$ cat config.mk
export PLATFORM = sky130hd
export DESIGN_NAME = arp_request_block
export DESIGN_NICKNAME = d
export VERILOG_FILES = /design/src/rtl/arp_pkg.sv /design/src/rtl/arp_request_block_parser.sv /design/src/rtl/arp_request_block.sv
export SDC_FILE = /design/constraint.sdc
export NUM_CORES = 1
export LEC_CHECK = 0
export ABC_CLOCK_PERIOD_IN_PS = 6100
export CORE_ASPECT_RATIO = 1.2
export CORE_MARGIN = 8
export CORE_UTILIZATION = 49
export DETAILED_ROUTE_END_ITERATION = 10
export PLACE_DENSITY = 0.81
export SYNTH_ARGS = -nofsm -noshare
export SYNTH_HDL_FRONTEND = slang
export SYNTH_SLANG_ARGS = --single-unit
$ cat constraint.sdc
create_clock -name CLK -period 6.1 [get_ports CLK]
set_input_delay 1.22 -clock CLK [delete_from_list [all_inputs] [get_ports CLK]]
set_output_delay 1.22 -clock CLK [all_outputs]
set_load 0.03 [all_outputs]
$ cat src/rtl/arp_pkg.sv
// Shared ARP/Ethernet constants, FSM state type and frame byte generator.
// Frames are 42 bytes starting at the destination MAC; multi-byte fields go out MSB first.
package arp_pkg;

    localparam int ARP_FRAME_LEN = 42;

    localparam logic [15:0] ETHERTYPE_ARP = 16'h0806;
    localparam logic [15:0] HTYPE_ETH     = 16'h0001;
    localparam logic [15:0] PTYPE_IPV4    = 16'h0800;
    localparam logic [7:0]  HLEN_ETH      = 8'h06;
    localparam logic [7:0]  PLEN_IPV4     = 8'h04;
    localparam logic [15:0] OPER_REQUEST  = 16'h0001;
    localparam logic [15:0] OPER_REPLY    = 16'h0002;

    localparam int OFF_DST       = 0;
    localparam int OFF_SRC       = 6;
    localparam int OFF_ETHERTYPE = 12;
    localparam int OFF_HTYPE     = 14;
    localparam int OFF_PTYPE     = 16;
    localparam int OFF_HLEN      = 18;
    localparam int OFF_PLEN      = 19;
    localparam int OFF_OPER      = 20;
    localparam int OFF_SHA       = 22;
    localparam int OFF_SPA       = 28;
    localparam int OFF_THA       = 32;
    localparam int OFF_TPA       = 38;

    typedef enum logic [1:0] {
        StIdle,
        StTxWait,
        StTxSend,
        StWaitReply
    } arp_req_state_t;

    // Byte idx of an ARP frame; the Ethernet source MAC doubles as the sender MAC and THA is zero.
    function automatic logic [7:0] arp_frame_byte(input logic [5:0]  idx,
                                                  input logic [15:0] oper,
                                                  input logic [47:0] dst,
                                                  input logic [47:0] sha,
                                                  input logic [31:0] spa,
                                                  input logic [31:0] tpa);
        int i;
        logic [7:0] b;
        i = int'(idx);
        b = 8'h00;
        if (i < OFF_SRC)              b = 8'(dst >> (8 * (OFF_SRC - 1 - i)));
        else if (i < OFF_ETHERTYPE)   b = 8'(sha >> (8 * (OFF_ETHERTYPE - 1 - i)));
        else if (i < OFF_HTYPE)       b = 8'(ETHERTYPE_ARP >> (8 * (OFF_HTYPE - 1 - i)));
        else if (i < OFF_PTYPE)       b = 8'(HTYPE_ETH >> (8 * (OFF_PTYPE - 1 - i)));
        else if (i < OFF_HLEN)        b = 8'(PTYPE_IPV4 >> (8 * (OFF_HLEN - 1 - i)));
        else if (i == OFF_HLEN)       b = HLEN_ETH;
        else if (i == OFF_PLEN)       b = PLEN_IPV4;
        else if (i < OFF_SHA)         b = 8'(oper >> (8 * (OFF_SHA - 1 - i)));
        else if (i < OFF_SPA)         b = 8'(sha >> (8 * (OFF_SPA - 1 - i)));
        else if (i < OFF_THA)         b = 8'(spa >> (8 * (OFF_THA - 1 - i)));
        else if (i < OFF_TPA)         b = 8'h00;
        else if (i < ARP_FRAME_LEN)   b = 8'(tpa >> (8 * (ARP_FRAME_LEN - 1 - i)));
        return b;
    endfunction

endpackage

$ cat src/rtl/arp_request_block_parser.sv
// Continuous RX parser: checks each byte of an incoming frame against the expected ARP reply
// and raises a one-cycle match (with the captured sender MAC) on the first idle cycle after it.
module arp_reply_parser
    import arp_pkg::*;
(
    input  logic        clk,
    input  logic        areset,
    input  logic        data_valid_rx,
    input  logic [7:0]  data_rx,
    input  logic [47:0] my_mac,
    input  logic [31:0] my_ipv4,
    input  logic [31:0] target_ip,
    output logic        match,
    output logic [47:0] mac
);

    logic [5:0]  cnt_q;
    logic        in_frame_q;
    logic        dst_bcast_q;
    logic        dst_mine_q;
    logic        fields_ok_q;
    logic [47:0] mac_q;

    int          idx;
    logic [7:0]  exp_byte;
    logic        checked;

    always_comb begin
        idx      = int'(cnt_q);
        exp_byte = arp_frame_byte(cnt_q, OPER_REPLY, my_mac, 48'h0, target_ip, my_ipv4);
        checked  = (idx >= OFF_ETHERTYPE && idx < OFF_SHA) ||
                   (idx >= OFF_SPA && idx < OFF_THA) ||
                   (idx >= OFF_TPA && idx < ARP_FRAME_LEN);
    end

    always_ff @(posedge clk or posedge areset) begin
        if (areset) begin
            cnt_q       <= '0;
            in_frame_q  <= 1'b0;
            dst_bcast_q <= 1'b1;
            dst_mine_q  <= 1'b1;
            fields_ok_q <= 1'b1;
            mac_q       <= '0;
        end else if (data_valid_rx) begin
            in_frame_q <= 1'b1;
            if (cnt_q != 6'd63) cnt_q <= cnt_q + 6'd1;
            if (idx < OFF_SRC) begin
                dst_bcast_q <= dst_bcast_q & (data_rx == 8'hFF);
                dst_mine_q  <= dst_mine_q & (data_rx == exp_byte);
            end
            if (checked && data_rx != exp_byte) fields_ok_q <= 1'b0;
            if (idx >= OFF_SHA && idx < OFF_SPA) mac_q <= {mac_q[39:0], data_rx};
        end else begin
            cnt_q       <= '0;
            in_frame_q  <= 1'b0;
            dst_bcast_q <= 1'b1;
            dst_mine_q  <= 1'b1;
            fields_ok_q <= 1'b1;
        end
    end

    assign match = in_frame_q && !data_valid_rx && fields_ok_q && (dst_bcast_q || dst_mine_q) &&
                   (idx >= ARP_FRAME_LEN);
    assign mac   = mac_q;

endmodule

$ cat src/rtl/arp_request_block.sv
// ARP initiator: broadcasts a request for RESOLVE_IP, waits for the matching reply and
// retries on RX-idle timeout, pulsing RESOLVE_FAIL once every attempt has expired.
module arp_request_block
    import arp_pkg::*;
#(
    parameter int unsigned TIMEOUT_CYCLES = 1000000,
    parameter int unsigned MAX_RETRIES    = 3
) (
    input  logic        CLK,
    input  logic        ARESET,
    input  logic [47:0] MY_MAC,
    input  logic [31:0] MY_IPV4,
    input  logic        RESOLVE_REQ,
    input  logic [31:0] RESOLVE_IP,
    output logic        READY,
    output logic        RESOLVED_VALID,
    output logic [47:0] RESOLVED_MAC,
    output logic        RESOLVE_FAIL,
    input  logic        DATA_VALID_RX,
    input  logic [7:0]  DATA_RX,
    output logic        DATA_VALID_TX,
    output logic [7:0]  DATA_TX,
    input  logic        DATA_ACK_TX
);

    localparam int unsigned TW = $clog2(TIMEOUT_CYCLES + 1);
    localparam int unsigned AW = (MAX_RETRIES > 0) ? $clog2(MAX_RETRIES + 1) : 1;
    localparam logic [TW-1:0] TMO_LAST     = TW'(TIMEOUT_CYCLES - 1);
    localparam logic [AW-1:0] ATTEMPT_LAST = AW'(MAX_RETRIES);

    arp_req_state_t state_q;
    logic [31:0]    target_q;
    logic [5:0]     tx_idx_q;
    logic [TW-1:0]  tmo_q;
    logic [AW-1:0]  attempt_q;
    logic [7:0]     next_tx_byte;
    logic           match;
    logic [47:0]    reply_mac;

    arp_reply_parser u_parser (
        .clk           (CLK),
        .areset        (ARESET),
        .data_valid_rx (DATA_VALID_RX),
        .data_rx       (DATA_RX),
        .my_mac        (MY_MAC),
        .my_ipv4       (MY_IPV4),
        .target_ip     (target_q),
        .match         (match),
        .mac           (reply_mac)
    );

    always_comb begin
        next_tx_byte = arp_frame_byte(tx_idx_q + 6'd1, OPER_REQUEST, {48{1'b1}}, MY_MAC, MY_IPV4,
                                      target_q);
    end

    always_ff @(posedge CLK or posedge ARESET) begin
        if (ARESET) begin
            state_q        <= StIdle;
            target_q       <= '0;
            tx_idx_q       <= '0;
            tmo_q          <= '0;
            attempt_q      <= '0;
            READY          <= 1'b1;
            RESOLVED_VALID <= 1'b0;
            RESOLVED_MAC   <= '0;
            RESOLVE_FAIL   <= 1'b0;
            DATA_VALID_TX  <= 1'b0;
            DATA_TX        <= 8'h00;
        end else begin
            RESOLVED_VALID <= 1'b0;
            RESOLVE_FAIL   <= 1'b0;
            unique case (state_q)
                StIdle: begin
                    if (RESOLVE_REQ) begin
                        target_q      <= RESOLVE_IP;
                        attempt_q     <= '0;
                        tx_idx_q      <= '0;
                        READY         <= 1'b0;
                        DATA_VALID_TX <= 1'b1;
                        DATA_TX       <= 8'hFF;
                        state_q       <= StTxWait;
                    end
                end
                StTxWait: begin
                    if (DATA_ACK_TX) begin
                        tx_idx_q <= 6'd1;
                        DATA_TX  <= next_tx_byte;
                        state_q  <= StTxSend;
                    end
                end
                StTxSend: begin
                    if (tx_idx_q == 6'(ARP_FRAME_LEN - 1)) begin
                        DATA_VALID_TX <= 1'b0;
                        DATA_TX       <= 8'h00;
                        tmo_q         <= '0;
                        state_q       <= StWaitReply;
                    end else begin
                        tx_idx_q <= tx_idx_q + 6'd1;
                        DATA_TX  <= next_tx_byte;
                    end
                end
                StWaitReply: begin
                    // A reply ending on the expiring cycle still wins over the timeout.
                    if (match) begin
                        RESOLVED_VALID <= 1'b1;
                        RESOLVED_MAC   <= reply_mac;
                        READY          <= 1'b1;
                        state_q        <= StIdle;
                    end else if (!DATA_VALID_RX) begin
                        if (tmo_q == TMO_LAST) begin
                            if (attempt_q == ATTEMPT_LAST) begin
                                RESOLVE_FAIL <= 1'b1;
                                READY        <= 1'b1;
                                state_q      <= StIdle;
                            end else begin
                                attempt_q     <= attempt_q + 1'b1;
                                tx_idx_q      <= '0;
                                DATA_VALID_TX <= 1'b1;
                                DATA_TX       <= 8'hFF;
                                state_q       <= StTxWait;
                            end
                        end else begin
                            tmo_q <= tmo_q + 1'b1;
                        end
                    end
                end
                default: state_q <= StIdle;
            endcase
        end
    end

endmodule

==> results.md <==
* Status: finished, final reports clean
* DP HPWL at approximately 24000 um
* Area Growth Syn to Fin at 25.1%
* Tmin final at about 3.9 ns
* Fin. Hold Viols at 0
* Cell Rows at slightly below 60
* Synth cell types at 74
* CP delay by family, top: compound AO/OA/AOI/OAI gates
* Reg clk slew, reported paths at around 0.080 ns
* PostCTS Resize Cnt at 0
* Sw Share at 36.7%
* Total CTS buffers at 17
* Post-layout net count at ~1300
* CTS Buffer Depth at 2
* Hold Worst Slack at roughly 0.48 ns
* Bufs and invs on worst path at 2
* Post-synth ARST share at 100%
* Remaining Overflow, GRT at 0
* First-pass GRT wire length at approximately 51000 um
* Final Power at between 4 and 5 mW
* Drt wl/cell at 22.2 um
* Main synth FF type: dfrtp_1
* Clk pwr share at between 20 and 30%
* Worst setup SP type: flop
* Starting density of the core at approximately 49%
* Vias in the first global route at about 9200
* Setup bufs post-CTS at 0
* Endpoints failing setup at 0
* Max-Cap Viols at 0
* Routed vias/inst at 6.19
* CTS tree: yes
* Final period util at between 60% and 70%
* Synthesized cell area at 0.0106 mm2
* Ant. Diodes at 0
* Net Sw Power at 1.53 mW
* Rel. slew slack at about a fifth
* Die width at around 150 um
* ANT nets after route at 0
* Cts hold-fix bufs at 0
* RSZ-0062 raised after global routing: false
* Min setup slack post-route at ~2.2 ns
* PortBufs at about 180
* Syn. warnings at 0
* Post-synth EDFFs at 0
* DR pass1 iterations at 5
* Die area at between 0.02 and 0.03 mm2
* All-layer global routing usage at ~25%
* Worst-Margin Slew at between 1 and 1.5 ns
* Register area share after synthesis at between 40 and 50%
* Critical Path RT at about 6.5 ns
* Syn Area/Cell at ~10 um2
* Slowest CP cell: ha_1
* Routed wire length at approximately 32000 um
* Reg power frac at a little over a third
* # DRC at 0
* Via count at 8970
* Synthesized instance count at approximately 1000
* Fmax at 257 MHz
* H-tree levels at 4
* Final GP Congestion at just over 0.9
* CP Cell Sequence: buf_4, inv_1, ha_1, mux4_2, a22oi_1, nor2_1, a211oi_1, o221ai_1, a221oi_1, a311o_1
* Core area at between 0.02 and 0.025 mm2
* Largest net degree at the start of global routing at 67
* First-iteration detailed-routing DRC count at around 710
* CP Max Fanout at 34
* Die Y at 177 um
* Total negative slack at 0 ns
* Clock Sinks at 180
* Largest stage delay, worst path at about 0.86 ns
* Later-pin clock latency in the skew report at ~0.45 ns
* Peak supply drop at 246 uV
* Ports at between 150 and 200
* Min-delay worst type: reg -> reg
* Root Buffer: clkbuf_16
* Int Power at around 2.6 mW
* Leak at 5.65 nW
* Setup Crit Path Kind: reg -> reg
* Logic gate share of total power at 35.6%
* Synthesized flop and latch total at 180
* Syn Nets at roughly 1200
* Initial antenna violation count at 2
* Placement Setup Slack at 2.11 ns
* CP Capture Type: flop
* Clock skew at between 0.01 and 0.015 ns
* WP data arrival at around 4.3 ns
* Max Transition Viols Final at 0
* Fraction of layout cells with a size suffix above 1 at a little under a fifth
* Power per Cell Area at 315 mW/mm2
through the flow:
step / cell area, um2 / instances / utilization [%]
2_1_floorplan: 10600 / 1009 / -
3_3_place_gp: 12600 / 1416 / 58.8
3_5_place_dp: 12600 / 1416 / 58.8
4_1_cts: 13200 / 1448 / 61.8
5_1_grt: 13200 / 1448 / 61.8
6_report: 13200 / 1448 / 61.8
flip-flops by register name, summed over array words and instances (netlist names), 2 cells and up:
signal          flops
u_parser.cnt_q      6
tmo_q              20
attempt_q           2
tx_idx_q            6
DATA_TX             8
u_parser.mac       48
RESOLVED_MAC       48
state_q             2
target_q           32
routing by layer:
metal | GRT usage [%] | wire (um) | vias to the layer above
met1 | 31.1 | 12900 | 4492
li1 | - | - | 3976
met5 | 0 | 13 | -
met3 | 6.63 | 2890 | 62
met2 | 39.5 | 15300 | 438
met4 | 9.51 | 1010 | 2
worst reg2reg max path, cell delays in order (launching register included):
cell and delay [ns]:
dfrtp_1 0.33, buf_4 0.39, inv_1 0.41, ha_1 0.86, mux4_2 0.42, a22oi_1 0.21
nor2_1 0.07, a211oi_1 0.34, o221ai_1 0.16, a221oi_1 0.39, a311o_1 0.24
logic make-up after synthesis:
family / Yosys count / synth area share, %
compound gates: 171 / 11.1
xor+xnor: 26 / 2.23
fa+ha+maj: 23 / 2.72
buf+inv: 98 / 3.91
flops: 180 / 42.7
mux: 148 / 20.8
simple gates: 363 / 16.6
power by group through the flow:
stage / clock network, mW / logic (mW) / registers, mW
after floorplan: 0 / 1.02 / 1.52
after global placement: 0 / 1.43 / 1.52
after detailed placement: 0 / 1.47 / 1.54
after CTS: 1.18 / 1.48 / 1.51
after global routing: 1.22 / 1.60 / 1.53
final: 1.16 / 1.48 / 1.51
synthesized netlist by cell type, types with 9 or more instances:
library cell	n	share of area, %
a21oi_1	39	1.8
a22oi_1	9	0.64
buf_1	10	0.36
buf_2	21	0.99
clkbuf_1	28	0.99
dfrtp_1	176	42
ha_1	23	2.7
inv_1	33	1.2
mux2_2	92	9.8
mux4_2	48	10
nand2_1	193	6.9
nand3_1	22	1.0
nand4_1	18	1.1
nor2_1	35	1.2
nor2b_1	12	0.71
nor3_1	13	0.62
o211ai_1	11	0.78
o21ai_0	41	1.9
or3_1	11	0.65
xnor2_1	21	1.7
path summary, 6_finish.rpt:
path                       slack [ns]  cells past startpoint               from             endpoint
setup / recovery                 2.21                     10  u_parser.cnt_q[1]  u_parser.dst_mine_q
hold / removal                   0.48                      2   RESOLVED_MAC[33]     RESOLVED_MAC[33]
setup reg to reg                 2.21                     10  u_parser.cnt_q[1]  u_parser.dst_mine_q
hold reg to reg                  0.48                      2   RESOLVED_MAC[33]     RESOLVED_MAC[33]
max in group asynchronous        4.04                      3             ARESET     u_parser.mac[14]
min in group asynchronous        1.05                      2             ARESET      RESOLVED_MAC[9]
final cells by class:
type	count	area (um2)
Tap cell	274	343
Multi-Input combinational cell	731	5660
Sequential cell	180	4510
Clock inverter	15	214
Inverter	35	135
Timing Repair Buffer	196	1930
Clock buffer	17	425
Fill cell	1750	8190
cells in the final DEF, fill, tap and decap left out, types with 6 or more instances in the layout:
cell type and count:
xnor2_1 21, and2_1 7, nor4_1 8, inv_12 6, or3_1 11, o211ai_1 11
o22ai_1 8, dfrtp_1 174, o21ai_0 41, nor2b_1 12, nand2_1 193, clkbuf_16 17
nand2b_1 6, buf_4 12, nor3_1 13, nor2_1 35, a31oi_1 7, mux2i_1 8
nand4_1 18, mux2_2 92, ha_1 23, inv_1 32, a31o_2 7, nand3_1 22
and3_1 8, a22oi_1 9, nor3b_1 7, a21oi_1 39, mux4_2 48, clkdlybuf4s50_1 184
Power figures use the tool's default switching activity.
